### config.mk
export PLATFORM = sky130hd
export DESIGN_NAME = seq_comparator
export DESIGN_NICKNAME = d
export VERILOG_FILES = /design/src/rtl/seq_comparator.sv
export SDC_FILE = /design/constraint.sdc
export NUM_CORES = 1
export LEC_CHECK = 0
export ABC_AREA = 0
export BUFFER_PORTS_ARGS = -buffer_cell sky130_fd_sc_hd__buf_2
export CORE_MARGIN = 4
export CORE_UTILIZATION = 41
export CTS_BUF_LIST = sky130_fd_sc_hd__clkbuf_4
export DETAILED_ROUTE_END_ITERATION = 10
export MAX_ROUTING_LAYER = met4
export PLACE_DENSITY = 0.68
export SYNTH_ARGS = -nofsm -noshare
export SYNTH_HDL_FRONTEND = slang
export SYNTH_SLANG_ARGS = --single-unit
### constraint.sdc
create_clock -name clk -period 2.87 [get_ports clk]
set_input_delay 0.287 -clock clk [delete_from_list [all_inputs] [get_ports clk]]
set_output_delay 0.287 -clock clk [all_outputs]
set_load 0.03 [all_outputs]
### src/rtl/seq_comparator.sv
// Bit-serial MSB-first magnitude comparator for unsigned or two's-complement operands.
// Start/busy/done handshake; the six result flags are registered and held until the next done.
module seq_comparator #(
    parameter int WIDTH      = 8,
    parameter bit EARLY_EXIT = 1'b1
) (
    input  logic             clk,
    input  logic             rst,
    input  logic             start,
    input  logic             signed_mode,
    input  logic [WIDTH-1:0] valA,
    input  logic [WIDTH-1:0] valB,
    output logic             busy,
    output logic             done,
    output logic             aGTb,
    output logic             aGEb,
    output logic             aLTb,
    output logic             aLEb,
    output logic             aEQb,
    output logic             aNEb
);

    localparam int IW = $clog2(WIDTH);

    typedef enum logic [1:0] {
        IDLE,
        COMPARE,
        DONE
    } state_t;

    state_t           state_q, state_d;
    logic [WIDTH-1:0] a_q, a_d;
    logic [WIDTH-1:0] b_q, b_d;
    logic             sgn_q, sgn_d;
    logic [IW-1:0]    idx_q, idx_d;
    logic             diff_q, diff_d;
    logic             gt_q, gt_d;
    logic [5:0]       flags_q, flags_d;   // {GT, GE, LT, LE, EQ, NE}

    logic bit_a, bit_b, hit;

    always_comb begin
        state_d = state_q;
        a_d     = a_q;
        b_d     = b_q;
        sgn_d   = sgn_q;
        idx_d   = idx_q;
        diff_d  = diff_q;
        gt_d    = gt_q;
        flags_d = flags_q;
        bit_a   = a_q[idx_q];
        bit_b   = b_q[idx_q];
        hit     = ~diff_q & (bit_a ^ bit_b);

        case (state_q)
            IDLE: begin
                if (start) begin
                    a_d     = valA;
                    b_d     = valB;
                    sgn_d   = signed_mode;
                    idx_d   = IW'(WIDTH - 1);
                    diff_d  = 1'b0;
                    gt_d    = 1'b0;
                    state_d = COMPARE;
                end
            end
            COMPARE: begin
                // Only the first differing bit decides; the sign bit has inverted weight in signed mode.
                if (hit) begin
                    diff_d = 1'b1;
                    if (sgn_q && (idx_q == IW'(WIDTH - 1)))
                        gt_d = ~bit_a & bit_b;
                    else
                        gt_d = bit_a & ~bit_b;
                end
                if ((EARLY_EXIT && hit) || (idx_q == '0)) begin
                    state_d = DONE;
                    flags_d = {diff_d & gt_d,
                               (diff_d & gt_d) | ~diff_d,
                               diff_d & ~gt_d,
                               (diff_d & ~gt_d) | ~diff_d,
                               ~diff_d,
                               diff_d};
                end else begin
                    idx_d = idx_q - IW'(1);
                end
            end
            DONE: begin
                state_d = IDLE;
            end
            default: begin
                state_d = IDLE;
            end
        endcase
    end

    always_ff @(posedge clk) begin
        if (rst) begin
            state_q <= IDLE;
            a_q     <= '0;
            b_q     <= '0;
            sgn_q   <= 1'b0;
            idx_q   <= '0;
            diff_q  <= 1'b0;
            gt_q    <= 1'b0;
            flags_q <= '0;
        end else begin
            state_q <= state_d;
            a_q     <= a_d;
            b_q     <= b_d;
            sgn_q   <= sgn_d;
            idx_q   <= idx_d;
            diff_q  <= diff_d;
            gt_q    <= gt_d;
            flags_q <= flags_d;
        end
    end

    assign busy = (state_q == COMPARE);
    assign done = (state_q == DONE);
    assign {aGTb, aGEb, aLTb, aLEb, aEQb, aNEb} = flags_q;

endmodule

Yosys cells after proc, flatten, opt, wreduce, memory -nomap -nowiden
Cells that the tools add are included.

operators by class
  reduce and logical (&&, ||, !) cells = 10
  order comparisons = 1
  divide/modulo/power cells = 0
  add/sub/neg operators = 1
  bitwise operators = 13
  eq/ne operators = 6
  $mul = 0
  muxes and demuxes = 18
  shift operators = 0

operators with widths
  kind                                                                      count
  1-bit 2-to-1 mux                                                          8
  2-bit AND reduction                                                       4
  1-bit binary-select mux with 3-bit select                                 2
  3-bit 2-to-1 mux                                                          2
  3-bit one-hot mux with 2 select lines                                     1
  1-bit AND                                                                 5
  1-bit inverter                                                            5
  3-bit by 4-bit < comparator with 1-bit output (second input constant)     1
  2-bit 2-to-1 mux                                                          2
  2-bit inequality test (second input constant)                             2
  1-bit one-hot mux with 2 select lines                                     2
  2-bit one-hot mux with 2 select lines                                     1
  3-bit == test (second input constant)                                     1
  3-bit zero test                                                           1
  3-bit AND reduction                                                       1
  3-bit by 1-bit subtractor with 3-bit output (second input constant)       1
  2-bit by 1-bit == test with 1-bit output (second input constant)          1
  2-bit == test (second input constant)                                     1
  2-bit zero test                                                           1
  2-bit by 1-bit inequality test with 1-bit output (second input constant)  1
  1-bit OR                                                                  2
  2-bit nonzero test                                                        1
  1-bit logical AND                                                         1
  1-bit logical OR                                                          1
  1-bit bitwise XOR                                                         1

storage, ports and cells
  input port bits = 20
  logic and storage cells = 57
  register bits = 30
  bits in latches = 0
  memories kept = 0
  output and inout port bits = 8
  bits in read-only memories = 0
  RAM bits = 0

Longest topological paths before layout
  depth after elaboration = 10
  mapped depth = 9
  depth with buffers taken out = 8

Worst setup path before layout
No wires, ideal clock.

  path kind = flip-flop to flip-flop
  start = register idx_q[0]
  end = register flags_q[5]
  path buffers = 1
  data required time = 2742 ps
  cell stages (with the launch flop) = 10
  slack = 542 ps
  clock period less this slack = 2328 ps
  data arrival time = 2201 ps
  setup time = 128 ps
  cell sequence = dfxtp_1 -> buf_6 -> mux4_2 -> mux2i_2 -> inv_2 -> ha_1 -> or2_4 -> a211o_1 -> a32oi_1 -> nor2_1

on the way
  word-level cells in the longest chain between the ends = 8
  elaborated cells between the ends (all ways) = 21
  classes of those cells = eq/ne: 1; mux: 9; bitwise: 7; reduce/logical: 4

RTL lines
  what                                                          line    source
  from (decl)                                                   35      logic [IW-1:0] idx_q, idx_d;
  from (signal assigned)                                        112     idx_q <= idx_d;
  1-bit binary-select mux with 3-bit select (on tied branches)  52, 51
  1-bit 2-to-1 mux (on tied branches)                           52, 51
  1-bit inverter (on tied branches)                             74, 72
  1-bit AND (on tied branches)                                  74, 72
  1-bit 2-to-1 mux                                              71      if (sgn_q && (idx_q == IW'(WIDTH - 1)))
  1-bit 2-to-1 mux                                              69      if (hit) begin
  1-bit 2-to-1 mux                                              55      case (state_q)
  1-bit AND                                                     78      flags_d = {diff_d & gt_d,
  to (signal assigned)                                          115     flags_q <= flags_d;
  to (decl)                                                     38      logic [5:0] flags_q, flags_d;

Parallel ways exist; a longest one is shown, timed or not. The select of a mux whose other input is x is not followed.
A chain may end at the register's enable or synchronous reset.

Final worst setup path
Same ends and word-level chain as after synthesis.

==> load_flow_metrics.sql <==
INSERT INTO impl_metrics (metric_group, metric, value, unit) VALUES
('logic_synthesis', 'synth_compound_area_frac', '0.159', ''),
('clocking', 'cts_hold_buf', '0', ''),
('global_route', 'grt_pass1_vias', '1143', ''),
('clocking', 'max-clock-path-buffers', '2', ''),
('die', 'floorplan.core_area', '3130', 'um^2'),
('logic_synthesis', 'synth_simple_gate_area_share', '0.222', ''),
('sta', 'worst_clock_skew', '0.00614', 'ns'),
('sta', 'fmax', '387', 'MHz'),
('power', 'p_int', '762', 'uW'),
('sta', 'layout_setup_ws', '0.286', 'ns'),
('drt', 'finalWirelength', '2.80', 'mm'),
('clocking', 'h-tree-depth', '2', ''),
('clocking', 'postCtsSetupBuffers', '0', ''),
('place', 'port-buffer-count', '27', ''),
('clocking', 'clkTransAtPathRegs', '0.10', 'ns'),
('power', 'comb_power_share', '0.266', ''),
('final_layout', 'fillers', '310', ''),
('sta', 'fin_tns_setup', '0', 'ns'),
('drt', 'post_drt_via_cell_ratio', '5.05', ''),
('worst_setup_path', 'regToRegStartpoint', 'idx_q[0]', ''),
('drt', 'num_vias', '1122', ''),
('clocking', 'numCtsBuffers', '5', ''),
('logic_synthesis', 'postSynthCellCount', '151', ''),
('worst_setup_path', 'cp.arrival', '2.80', 'ns'),
('final_layout', 'final-seq-area', '601', 'um^2'),
('final_layout', 'drive_above_1_share', '0.287', ''),
('final_layout', 'multi_input_area', '702', 'um^2'),
('global_route', 'antenna_violations_before_repair', '0', ''),
('drt', 'antenna_violating_nets_remaining', '0', ''),
('clocking', 'buffer_cell_driving_the_clock_tree_root', 'sky130_fd_sc_hd__clkbuf_4', ''),
('hold_path', 'hold_class', 'input pin to register', ''),
('worst_setup_path', 'startpoint_type', 'register', ''),
('place', 'globalplace.congestion', '0.832', ''),
('power', 'power.net_switching', '371', 'uW'),
('logic_synthesis', 'yosys.cell_types.count', '33', ''),
('sta', 'timing_hold_violations_final', '0', ''),
('worst_setup_path', 'timing.reg2reg.setup_slack', '0.29', 'ns'),
('global_route', 'grt_remaining_overflow', '0', ''),
('drt', 'detailedRoute.firstIterationViolations', '57', ''),
('power', 'power.ir.vdd_worst', '287', 'uV'),
('drt', 'drt_pass_1_iters', '4', ''),
('logic_synthesis', 'synth_area_per_cell', '9.06', 'um^2'),
('sta', 'grt_setup_unrepaired', 'no', ''),
('global_route', 'first_pass_grt_wire_length', '4.75', 'mm'),
('die', 'ioPinCount', '28', ''),
('sta', 'timing_max_transition_violations_final', '0', ''),
('clocking', 'cts_tree', 'done', ''),
('final_layout', 'antenna_diode_count', '0', ''),
('run_status', 'outcome', 'finished, final reports clean', ''),
('worst_setup_path', 'startpoint', 'idx_q[0]', ''),
('power', 'p_per_area', '713', 'nW/um^2'),
('die', 'die-area', '4330', 'um^2'),
('worst_setup_path', 'data_required_time_at_the_worst_endpoint', '3.09', 'ns'),
('clocking', 'clk-insertion-delay-late', '0.34', 'ns'),
('global_route', 'grt_start_max_net_pins', '31', ''),
('power', 'pwr-share-clk', '0.292', ''),
('sta', 'final.period_utilization', '0.900', ''),
('clocking', 'cts_num_sinks', '30', ''),
('drt', 'post-route-drc-count', '0', ''),
('sta', 'finalSetupViolations', '0', ''),
('logic_synthesis', 'synth_top_family_by_area', 'simple AND/OR/NAND/NOR gates', ''),
('sta', 'timing.final.crit_period', '2.58', 'ns'),
('place', 'dp_worst_setup_slack', '0.290', 'ns'),
('final_layout', 'finish.utilization', '0.508', ''),
('die', 'fp-row-count', '20', ''),
('logic_synthesis', 'syn_nets', '176', ''),
('final_layout', 'finalInstanceArea', '1590', 'um^2'),
('sta', 'max_slew_margin', '0.526', ''),
('die', 'initial_core_util', '0.438', ''),
('logic_synthesis', 'yosys_warnings', '0', ''),
('power', 'p_sw_frac', '0.327', '');
cell usage after synthesis, drive strengths merged:
cell,number,share of area
a311oi,2,0.013
nor2b,3,0.016
and4,1,0.0064
dfxtp,30,0.44
ha,5,0.046
nand2b,3,0.025
nor2,9,0.025
nor3,4,0.023
nand2,37,0.10
mux4,4,0.066
and2,2,0.0091
nand3,3,0.011
inv,5,0.014
a211oi,4,0.026
o21ba,1,0.0073
a211o,1,0.0064
a21o,1,0.0055
mux2i,2,0.020
buf,4,0.024
a21boi,1,0.0082
a32oi,1,0.0064
or2,1,0.0064
o21ai,1,0.0037
clkbuf,4,0.011
a21oi,22,0.083
cells by family (layout without fill, tap and decap cells):
family / Yosys count / after routing
adder cells (fa/ha/maj): 5 / 5
buffers and inverters: 13 / 40
flip-flops: 30 / 30
AO/OA/AOI/OAI: 34 / 34
multiplexers: 6 / 6
AND/OR/NAND/NOR: 63 / 63
layer usage:
metal  up-vias  part of all wire  global-route usage
met1       534              0.46               0.173
met5         -                 0                   -
li1        566                 -                   -
met3         4             0.041              0.0357
met4         0             0.010               0.101
met2        18              0.48               0.228
state kept, by name, indices dropped and copies added (netlist names):
register  count
state_q       2
flags_q       6
sgn_q         1
idx_q         3
b_q           8
a_q           8
gt_q          1
diff_q        1
final cells by class:
cell class              count  area share
flip-flops and latches     30       0.378
multi-input cells         108       0.442
well taps                  44      0.0346
clock inverters             3      0.0252
inverters                   5      0.0118
repair buffers             27      0.0850
clock buffers               5      0.0236
placed cells by master (no fill, tap or decap), drive strengths merged, types with 2 or more instances in the layout:
cell type   n
a21oi      22
buf        27
clkbuf      5
nand2b      3
a311oi      2
a211oi      4
nor3        4
and2        2
clkinv      2
inv         5
nor2        9
dfxtp      30
nand2      37
nand3       3
mux4        4
nor2b       3
mux2i       2
ha          5
metrics by stage:
step | std cells | power [mW] | hold WS, ns
floorplan | 151 | 0.751 | 0.423
finish | 222 | 1.13 | 0.172
global placement | 214 | 0.800 | 0.450
detailed placement | 214 | 0.813 | 0.451
global route | 222 | 1.20 | 0.168
CTS | 222 | 1.14 | 0.165
power groups by stage:
stage | logic, mW | registers, mW | clock network, mW
2_1_floorplan | 0.238 | 0.513 | 0
3_3_place_gp | 0.292 | 0.508 | 0
3_5_place_dp | 0.302 | 0.511 | 0
4_1_cts | 0.304 | 0.501 | 0.339
5_1_grt | 0.336 | 0.508 | 0.353
6_report | 0.301 | 0.501 | 0.330
critical path: stages, from the launching register on:
cell                      delay [ns]
sky130_fd_sc_hd__dfxtp_1        0.53
sky130_fd_sc_hd__mux4_2         0.56
sky130_fd_sc_hd__mux2i_2        0.22
sky130_fd_sc_hd__inv_2          0.04
sky130_fd_sc_hd__ha_1           0.30
sky130_fd_sc_hd__or2_4          0.26
sky130_fd_sc_hd__a211o_1        0.29
sky130_fd_sc_hd__a32oi_1        0.20
sky130_fd_sc_hd__nor2_1         0.05
worst min path at each step:
| stage | startpoint | cells past startpoint | to | slack, ns |
|---|---|---|---|---|
| 2_1_floorplan | valA[0] | 2 | a_q[0] | 0.42 |
| 4_1_cts | valB[0] | 3 | b_q[0] | 0.16 |
| 3_5_place_dp | a_q[0] | 2 | a_q[0] | 0.45 |
| 5_1_grt | valB[1] | 3 | b_q[1] | 0.17 |
| 3_3_place_gp | a_q[5] | 2 | a_q[5] | 0.45 |
| 6_report | valB[1] | 3 | b_q[1] | 0.17 |
Note: power is estimated with default switching activity, not from simulation.
